## src/rtl/bcd_timer_nd.sv

```systemverilog
// bcd_timer_nd
//   N-digit BCD countdown / count-up timer core. It sits between the 1 s
//   timebase and the display/buzzer path, and provides run/pause/alarm
//   control, auto-reload and a one-cycle terminal beep.
//
// Parameters
//   DIGITS      number of BCD digits (bcd / load_val are 4*DIGITS bits)
//   ALARM_TICKS ticks spent in ALARM before returning to IDLE; 0 = wait for ack
//
// Ports
//   clk         rising-edge clock
//   reset       synchronous, active-high
//   tick        single-cycle count enable
//   clear       bcd <= 0, state -> IDLE (reload register kept)
//   load        load clamped load_val into bcd and reload register (not in RUN)
//   load_val    preset value, BCD
//   start       IDLE/PAUSE -> RUN if bcd is not already at terminal
//   stop        RUN -> PAUSE
//   mode_up     direction (1 = up to reload value, 0 = down to 0), latched on start
//   auto_reload 1 = wrap at terminal and keep running, 0 = enter ALARM
//   ack         leave ALARM
//   bcd         current count
//   zero        bcd == 0
//   running     state == RUN
//   alarm       state == ALARM
//   beep        one-cycle pulse on reaching terminal
//   state       IDLE=0, RUN=1, PAUSE=2, ALARM=3 (also serves as the FSM debug view)
//
// Control inputs are strictly prioritised by presence, not by acceptance:
// reset > clear > load > stop > start > tick > ack. A higher-priority input
// that is asserted masks every lower one in that cycle even when it is itself
// ignored in the current state (e.g. start+stop in PAUSE stays in PAUSE).

module bcd_timer_nd #(
  parameter int DIGITS      = 4,
  parameter int ALARM_TICKS = 10
) (
  input  logic                  clk,
  input  logic                  reset,
  input  logic                  tick,
  input  logic                  clear,
  input  logic                  load,
  input  logic [4*DIGITS-1:0]   load_val,
  input  logic                  start,
  input  logic                  stop,
  input  logic                  mode_up,
  input  logic                  auto_reload,
  input  logic                  ack,
  output logic [4*DIGITS-1:0]   bcd,
  output logic                  zero,
  output logic                  running,
  output logic                  alarm,
  output logic                  beep,
  output logic [1:0]            state
);

  localparam int W  = 4 * DIGITS;
  localparam int CW = (ALARM_TICKS > 1) ? $clog2(ALARM_TICKS + 1) : 1;

  typedef enum logic [1:0] {
    IDLE  = 2'd0,
    RUN   = 2'd1,
    PAUSE = 2'd2,
    ALARM = 2'd3
  } state_t;

  state_t          state_q, state_d;
  logic [W-1:0]    bcd_q, bcd_d;
  logic [W-1:0]    reload_q, reload_d;
  logic            dir_up_q, dir_up_d;
  logic [CW-1:0]   acnt_q, acnt_d;
  logic            beep_q, beep_d;

  logic [W-1:0]    term_latched;
  logic [W-1:0]    term_start;
  logic [W-1:0]    step_val;
  logic [W-1:0]    load_clamped;

  // Any digit above 9 is forced to 9.
  function automatic logic [W-1:0] bcd_clamp(input logic [W-1:0] v);
    logic [W-1:0] r;
    r = v;
    for (int i = 0; i < DIGITS; i++) begin
      if (v[4*i +: 4] > 4'd9) r[4*i +: 4] = 4'd9;
    end
    return r;
  endfunction

  // BCD +1 with ripple carry; 9 -> 0 passes the carry on.
  function automatic logic [W-1:0] bcd_inc(input logic [W-1:0] v);
    logic [W-1:0] r;
    logic         c;
    r = v;
    c = 1'b1;
    for (int i = 0; i < DIGITS; i++) begin
      if (c) begin
        if (v[4*i +: 4] >= 4'd9) begin
          r[4*i +: 4] = 4'd0;
        end else begin
          r[4*i +: 4] = v[4*i +: 4] + 4'd1;
          c = 1'b0;
        end
      end
    end
    return r;
  endfunction

  // BCD -1 with ripple borrow; 0 -> 9 passes the borrow on.
  function automatic logic [W-1:0] bcd_dec(input logic [W-1:0] v);
    logic [W-1:0] r;
    logic         b;
    r = v;
    b = 1'b1;
    for (int i = 0; i < DIGITS; i++) begin
      if (b) begin
        if (v[4*i +: 4] == 4'd0) begin
          r[4*i +: 4] = 4'd9;
        end else begin
          r[4*i +: 4] = v[4*i +: 4] - 4'd1;
          b = 1'b0;
        end
      end
    end
    return r;
  endfunction

  // Terminal for counting uses the latched direction; the start check uses
  // the direction being requested with this start.
  assign term_latched = dir_up_q ? reload_q : '0;
  assign term_start   = mode_up  ? reload_q : '0;
  assign step_val     = dir_up_q ? bcd_inc(bcd_q) : bcd_dec(bcd_q);
  assign load_clamped = bcd_clamp(load_val);

  always_comb begin
    state_d  = state_q;
    bcd_d    = bcd_q;
    reload_d = reload_q;
    dir_up_d = dir_up_q;
    acnt_d   = acnt_q;
    beep_d   = 1'b0;

    if (clear) begin
      bcd_d   = '0;
      state_d = IDLE;
    end else if (load) begin
      if (state_q != RUN) begin
        bcd_d    = load_clamped;
        reload_d = load_clamped;
        if (state_q == ALARM) state_d = IDLE;
      end
    end else if (stop) begin
      if (state_q == RUN) state_d = PAUSE;
    end else if (start) begin
      if ((state_q == IDLE || state_q == PAUSE) && (bcd_q != term_start)) begin
        state_d  = RUN;
        dir_up_d = mode_up;
      end
    end else if (tick) begin
      case (state_q)
        RUN: begin
          // Sitting on terminal while still in RUN only happens after an
          // auto-reload terminal event: this tick restarts instead of stepping.
          if (bcd_q == term_latched) begin
            bcd_d = dir_up_q ? '0 : reload_q;
          end else begin
            bcd_d = step_val;
            if (step_val == term_latched) begin
              beep_d = 1'b1;
              if (!auto_reload) begin
                state_d = ALARM;
                acnt_d  = '0;
              end
            end
          end
        end
        ALARM: begin
          if (ALARM_TICKS > 0) begin
            if (acnt_q == CW'(ALARM_TICKS - 1)) begin
              state_d = IDLE;
              acnt_d  = '0;
            end else begin
              acnt_d = acnt_q + 1'b1;
            end
          end
        end
        default: ;
      endcase
    end else if (ack) begin
      if (state_q == ALARM) state_d = IDLE;
    end
  end

  always_ff @(posedge clk) begin
    if (reset) begin
      state_q  <= IDLE;
      bcd_q    <= '0;
      reload_q <= '0;
      dir_up_q <= 1'b0;
      acnt_q   <= '0;
      beep_q   <= 1'b0;
    end else begin
      state_q  <= state_d;
      bcd_q    <= bcd_d;
      reload_q <= reload_d;
      dir_up_q <= dir_up_d;
      acnt_q   <= acnt_d;
      beep_q   <= beep_d;
    end
  end

  assign bcd     = bcd_q;
  assign zero    = (bcd_q == '0);
  assign running = (state_q == RUN);
  assign alarm   = (state_q == ALARM);
  assign beep    = beep_q;
  assign state   = state_q;

endmodule

```

## config.mk

```make
export PLATFORM = sky130hd
export DESIGN_NAME = bcd_timer_nd
export DESIGN_NICKNAME = d
export VERILOG_FILES = /design/src/rtl/bcd_timer_nd.sv
export SDC_FILE = /design/constraint.sdc
export NUM_CORES = 1
export LEC_CHECK = 0
export BUFFER_PORTS_ARGS = -buffer_cell sky130_fd_sc_hd__buf_4
export CORE_ASPECT_RATIO = 0.9
export CORE_UTILIZATION = 40
export CTS_CLUSTER_DIAMETER = 100
export CTS_CLUSTER_SIZE = 28
export DETAILED_ROUTE_END_ITERATION = 10
export GPL_TIMING_DRIVEN = 0
export PLACE_DENSITY_LB_ADDON = 0.08
export SYNTH_ARGS = -nofsm -noshare
export SYNTH_HDL_FRONTEND = slang
export SYNTH_SLANG_ARGS = --single-unit
```

## constraint.sdc

```tcl
create_clock -name clk -period 4.6 [get_ports clk]
set_input_delay 0.23 -clock clk [delete_from_list [all_inputs] [get_ports clk]]
set_output_delay 0.23 -clock clk [all_outputs]
set_load 0.005 [all_outputs]
```

# Word-level counts from Yosys, hierarchy flattened
# Index checks and enable logic that the tools add are counted.
# classes
n_addsub,9
n_lt_le_gt_ge,8
eq_ne,21
mux,59
n_bitwise,6
reduce_logical,19
# op_table
cell,n
16-bit two-way mux,11
4-bit two-way mux,22
16-bit equality test,2
2-bit two-way mux,13
"4-bit by 1-bit adder with 4-bit output, second input constant",5
9-bit AND reduction,2
"4-bit >= comparator, second input constant",4
"4-bit greater-than comparator, second input constant",4
16-bit zero test,1
4-bit zero test,4
16-bit != test,1
"4-bit by 1-bit subtractor with 4-bit output, second input constant",4
"6-bit by 5-bit != test with 1-bit output, second input constant",2
"6-bit != test, second input constant",2
1-bit two-way mux,11
5-bit AND reduction,2
"2-bit != test, second input constant",4
4-bit case mux with 2 select lines,1
8-bit OR reduction,1
"2-bit by 1-bit != test with 1-bit output, second input constant",3
1-bit NOT,6
2-bit nonzero test,3
"5-bit by 1-bit != test with 1-bit output, second input constant",1
5-bit nonzero test,1
other kinds (11),12
# totals
ff_bits,40
inputBits,26
output_inout_bits,22
elab_cells,128

# Longest topological paths before layout
# logic_depth
ltp_word,14
mapped_depth,14
depth_no_buf,11

# Worst setup path before layout
# No wires, ideal clock.
# synth_timing
kind,reg2reg
start,"reg bcd_q[0], in the netlist bcd[0]"
end,reg acnt_q[3]
setup_time_ns,0.134
arrival_time_ns,3.092
required_ns,4.466
setup_slack_ns,1.375
stages_incl_launch_ff,13
path_buffers,1
synth_period_minus_slack_ns,3.225
cell_sequence,dfxtp_1 clkbuf_1 inv_1 ha_1 nor3b_2 or4_1 o32ai_1 a31oi_1 nor4_1 a41oi_2 nor4_4 o21a_2 a311oi_1
# synth_between
elab_chain_len,9
word_cells_on_any_way,24
cone_classes,add/sub (2); order compare (1); eq/ne (4); mux (15); reduce/logical (2)
# synth_lines
element,line_no,source
"start, declared",68,"logic [W-1:0] bcd_q, bcd_d;"
"start signal, assigned",196,bcd_q <= '0;
"start signal, assigned",203,bcd_q <= bcd_d;
4-bit >= comparator or 4-bit zero test (tied branches),"97, 116",
1-bit two-way mux (on tied branches),"97, 116",
1-bit two-way mux (on tied branches) (2 in a row),"96, 115",
4-bit two-way mux (on tied branches),"96, 115",
16-bit two-way mux,131,assign step_val = dir_up_q ? bcd_inc(bcd_q) : bcd_dec(bcd_q);
16-bit equality test,167,if (step_val == term_latched) begin
2-bit by 1-bit != test with 1-bit output (no source line),n/a,
9-bit AND reduction (no source line) *,n/a,
"end signal, assigned",206,acnt_q <= acnt_d;
"end, declared",71,"logic [CW-1:0] acnt_q, acnt_d;"
# Mark *: on every way between the ends. The rest lies on a longest branch, timed or not.
# A chain may end at the register's enable or synchronous reset.

# Worst setup path after layout
# Ends and elaborated chain as after synthesis.

==> out/qor.yml <==
placement:
  gp_congestion: 0.944
  dp_hpwl_um: 15000
  post_dp_cell_area_um2: 5150
  numPortBuffers: 45
detailed_routing:
  drc: 0
  vias_per_cell: 6.33
  wl_um: 19700
  post_drt_wl_per_cell_um: 22.3
  firstDrtPassIters: 8
  antenna_left: 0
  drt_iter0_markers: 784
  vias: 5587
yosys:
  synth_seq_cells: 40
  synth_common_cells: "74 x nand2_1, 66 x nor2_1, 57 x a21oi_1"
  synth.top_cell.area_share_pct: 17.3
  syn_inst: 677
  yosysMostFrequentCell: "nand2_1"
  syn_nets: 718
  yosys.area.top_type: "dfxtp_1"
  ys_types: 82
  syn_avg_cell_area_um2: 6.83
  synth.cell_area_um2: 4620
  synth_edf_count: 0
  yosysSeqAreaShare_pct: 17.3
  async_flop_share_pct: 0
  ys.flop_type: "dfxtp_1"
  yosysWarningCount: 0
  synth_area_leaders: "dfxtp_1 17%, a21oi_1 6.2%, nand2_1 6.0%"
timing:
  rsz0062_at_grt: "no"
  fin_crit_ns: 4.17
  finalSetupViolCount: 0
  timing.fmax_mhz: 240
  tightest_slew_ns: 0.890
  slew_viol_final: 0
  fin_skew_ns: 0.00344
  max-slew-margin-rel_pct: 39.1
  finalCritPeriodShare_pct: 90.7
  fin_setup_tns_ns: 0
  finalHoldViolCount: 0
cts:
  cts.sinks: 40
  clock_latency_ns: 0.30
  cts_root_buffer: "clkbuf_16"
  tritoncts: "built"
  cts-buffers-inserted: 5
  htreeDepth: 2
  cts_buffer_depth: 2
  clk_pin_slew_ns: 0.07
  cts_setup_buffers: 0
  ctsResizeCount: 0
  cts_hold_buffers: 0
global_route:
  grt_pass1_vias: 5031
  grt-ovfl-total: 0
  grt_max_degree: 14
  grtUsageTotal_pct: 32.8
  antenna_found_initial: 0
  grt_pass1_wl_um: 29400
setup_path:
  cp_cell_sequence: "clkbuf_1, inv_1, ha_1, nor3b_2, nor4_4, nand2_1, o21a_1, nor4_1, a41oi_2, nor4_4, o21a_2, a311oi_1"
  worstRegToRegCells: 12
  path_delay_family: "simple AND/OR/NAND/NOR gates"
  startpoint_type: "flip-flop"
  worstPathArrival_ns: 4.33
  path_depth: 12
  worstSetupPathType: "reg2reg"
  crit_fanout: 10
  end_kind: "flip-flop"
  cpMaxStageDelayCell: "nor4_4"
  cp.required_ns: 4.76
  critPathBufInv: 2
  path_common_cell: "nor4_4"
  slowest_delay_ns: 0.60
power:
  peakVddDrop_v: 0.000162
  p_leak_nw: 1.95
  cellPowerDensity_nw_per_um2: 252
floorplan:
  die_x_um: 115
  die_h_um: 104
  io_pins: 48
  die_area_um2: 12000
  row_count: 36
  core-area_um2: 11000
  start_util_pct: 41.9
cells_and_area:
  design_area_um2: 5320
  drive_gt1_share_pct: 12.1
  fin_nets: 770
  n_antenna_cell: 0
  area_delta_synth_final_pct: 15.1
  fin_util_pct: 48.2
hold_path:
  hold_depth: 3
  min_path_type: "in2reg"
run_status:
  status: "complete, no violations"
job:
  maxCapViolCount: 0
## per-layer routing
metal / global-route usage (%) / share of wire, % / up-vias
met4: 11.8 / 3.1 / 0
met5: 0 / 0 / -
met2: 48.3 / 43 / 316
li1: - / - / 2569
met3: 5.54 / 8.8 / 49
met1: 47.4 / 45 / 2653
## through the flow
step / power (W) / instances / setup WS (ns) / hold slack [ns]
2_1_floorplan: 0.000725 / 677 / 1.37 / 0.366
3_3_place_gp: 0.000904 / 874 / 0.503 / 0.475
3_5_place_dp: 0.000906 / 874 / 0.575 / 0.473
4_1_cts: 0.00132 / 882 / 0.545 / 0.215
5_1_grt: 0.00139 / 882 / 0.301 / 0.230
6_report: 0.00134 / 882 / 0.427 / 0.216
## final timing paths
kind | startpoint | to | slack, ns
max | bcd[0] | acnt_q[3] | 0.43
min reg2reg | acnt_q[3] | acnt_q[3] | 0.49
max reg2reg | bcd[0] | acnt_q[3] | 0.43
min | load_val[15] | reload_q[15] | 0.22
## cell families after synthesis
family	after synthesis	share of synthesized area, %
AND/OR/NAND/NOR	292	34.7
AO/OA/AOI/OAI	207	30.1
buffers and inverters	100	8.96
flip-flops	40	17.3
adder cells (fa/ha/maj)	15	4.06
XOR/XNOR	13	2.46
multiplexers	10	2.46
## registers in the layout, summed over array words and instances (netlist names)
signal    flops
bcd          16
reload_q     16
acnt_q        4
state         2
beep          1
dir_up_q      1
## power breakdown
group | internal (W) | switching [W] | leakage [nW] | total (W)
sequential | 0.000361 | 0.0000145 | 0.326 | 0.000375
combinational | 0.000189 | 0.000354 | 1.54 | 0.000543
clock | 0.000256 | 0.000166 | 0.0798 | 0.000421
## area by class of cell
cell class | instances | area (um^2)
plain buffers | 66 | 287
clock buffers | 5 | 125
clock inverters | 3 | 42.5
fillers | 1193 | 5720
inverters | 34 | 128
multi-input cells | 537 | 3410
flip-flops and latches | 40 | 801
well taps | 152 | 190
repair buffers | 45 | 338
## worst min-delay path: stages
cell and delay (ns):
buf_4 0.13, nand2_1 0.05, a21oi_1 0.05
## placed cells by master, fill, tap and decap left out, types with 10 or more instances in the layout
| cell type | instances |
|---|---|
| nand2_1 | 74 |
| nor2_1 | 66 |
| a21oi_1 | 57 |
| clkbuf_1 | 51 |
| buf_4 | 47 |
| dfxtp_1 | 40 |
| o21ai_0 | 34 |
| inv_1 | 32 |
| nand3_1 | 25 |
| nand4_1 | 18 |
| ha_1 | 15 |
| nor3_1 | 14 |
| or3_1 | 11 |
| nand2b_1 | 11 |
| a22oi_1 | 11 |
| nor2b_1 | 10 |
| a211oi_1 | 10 |
| xnor2_1 | 10 |
No activity file was read; power rests on OpenSTA's default activity.
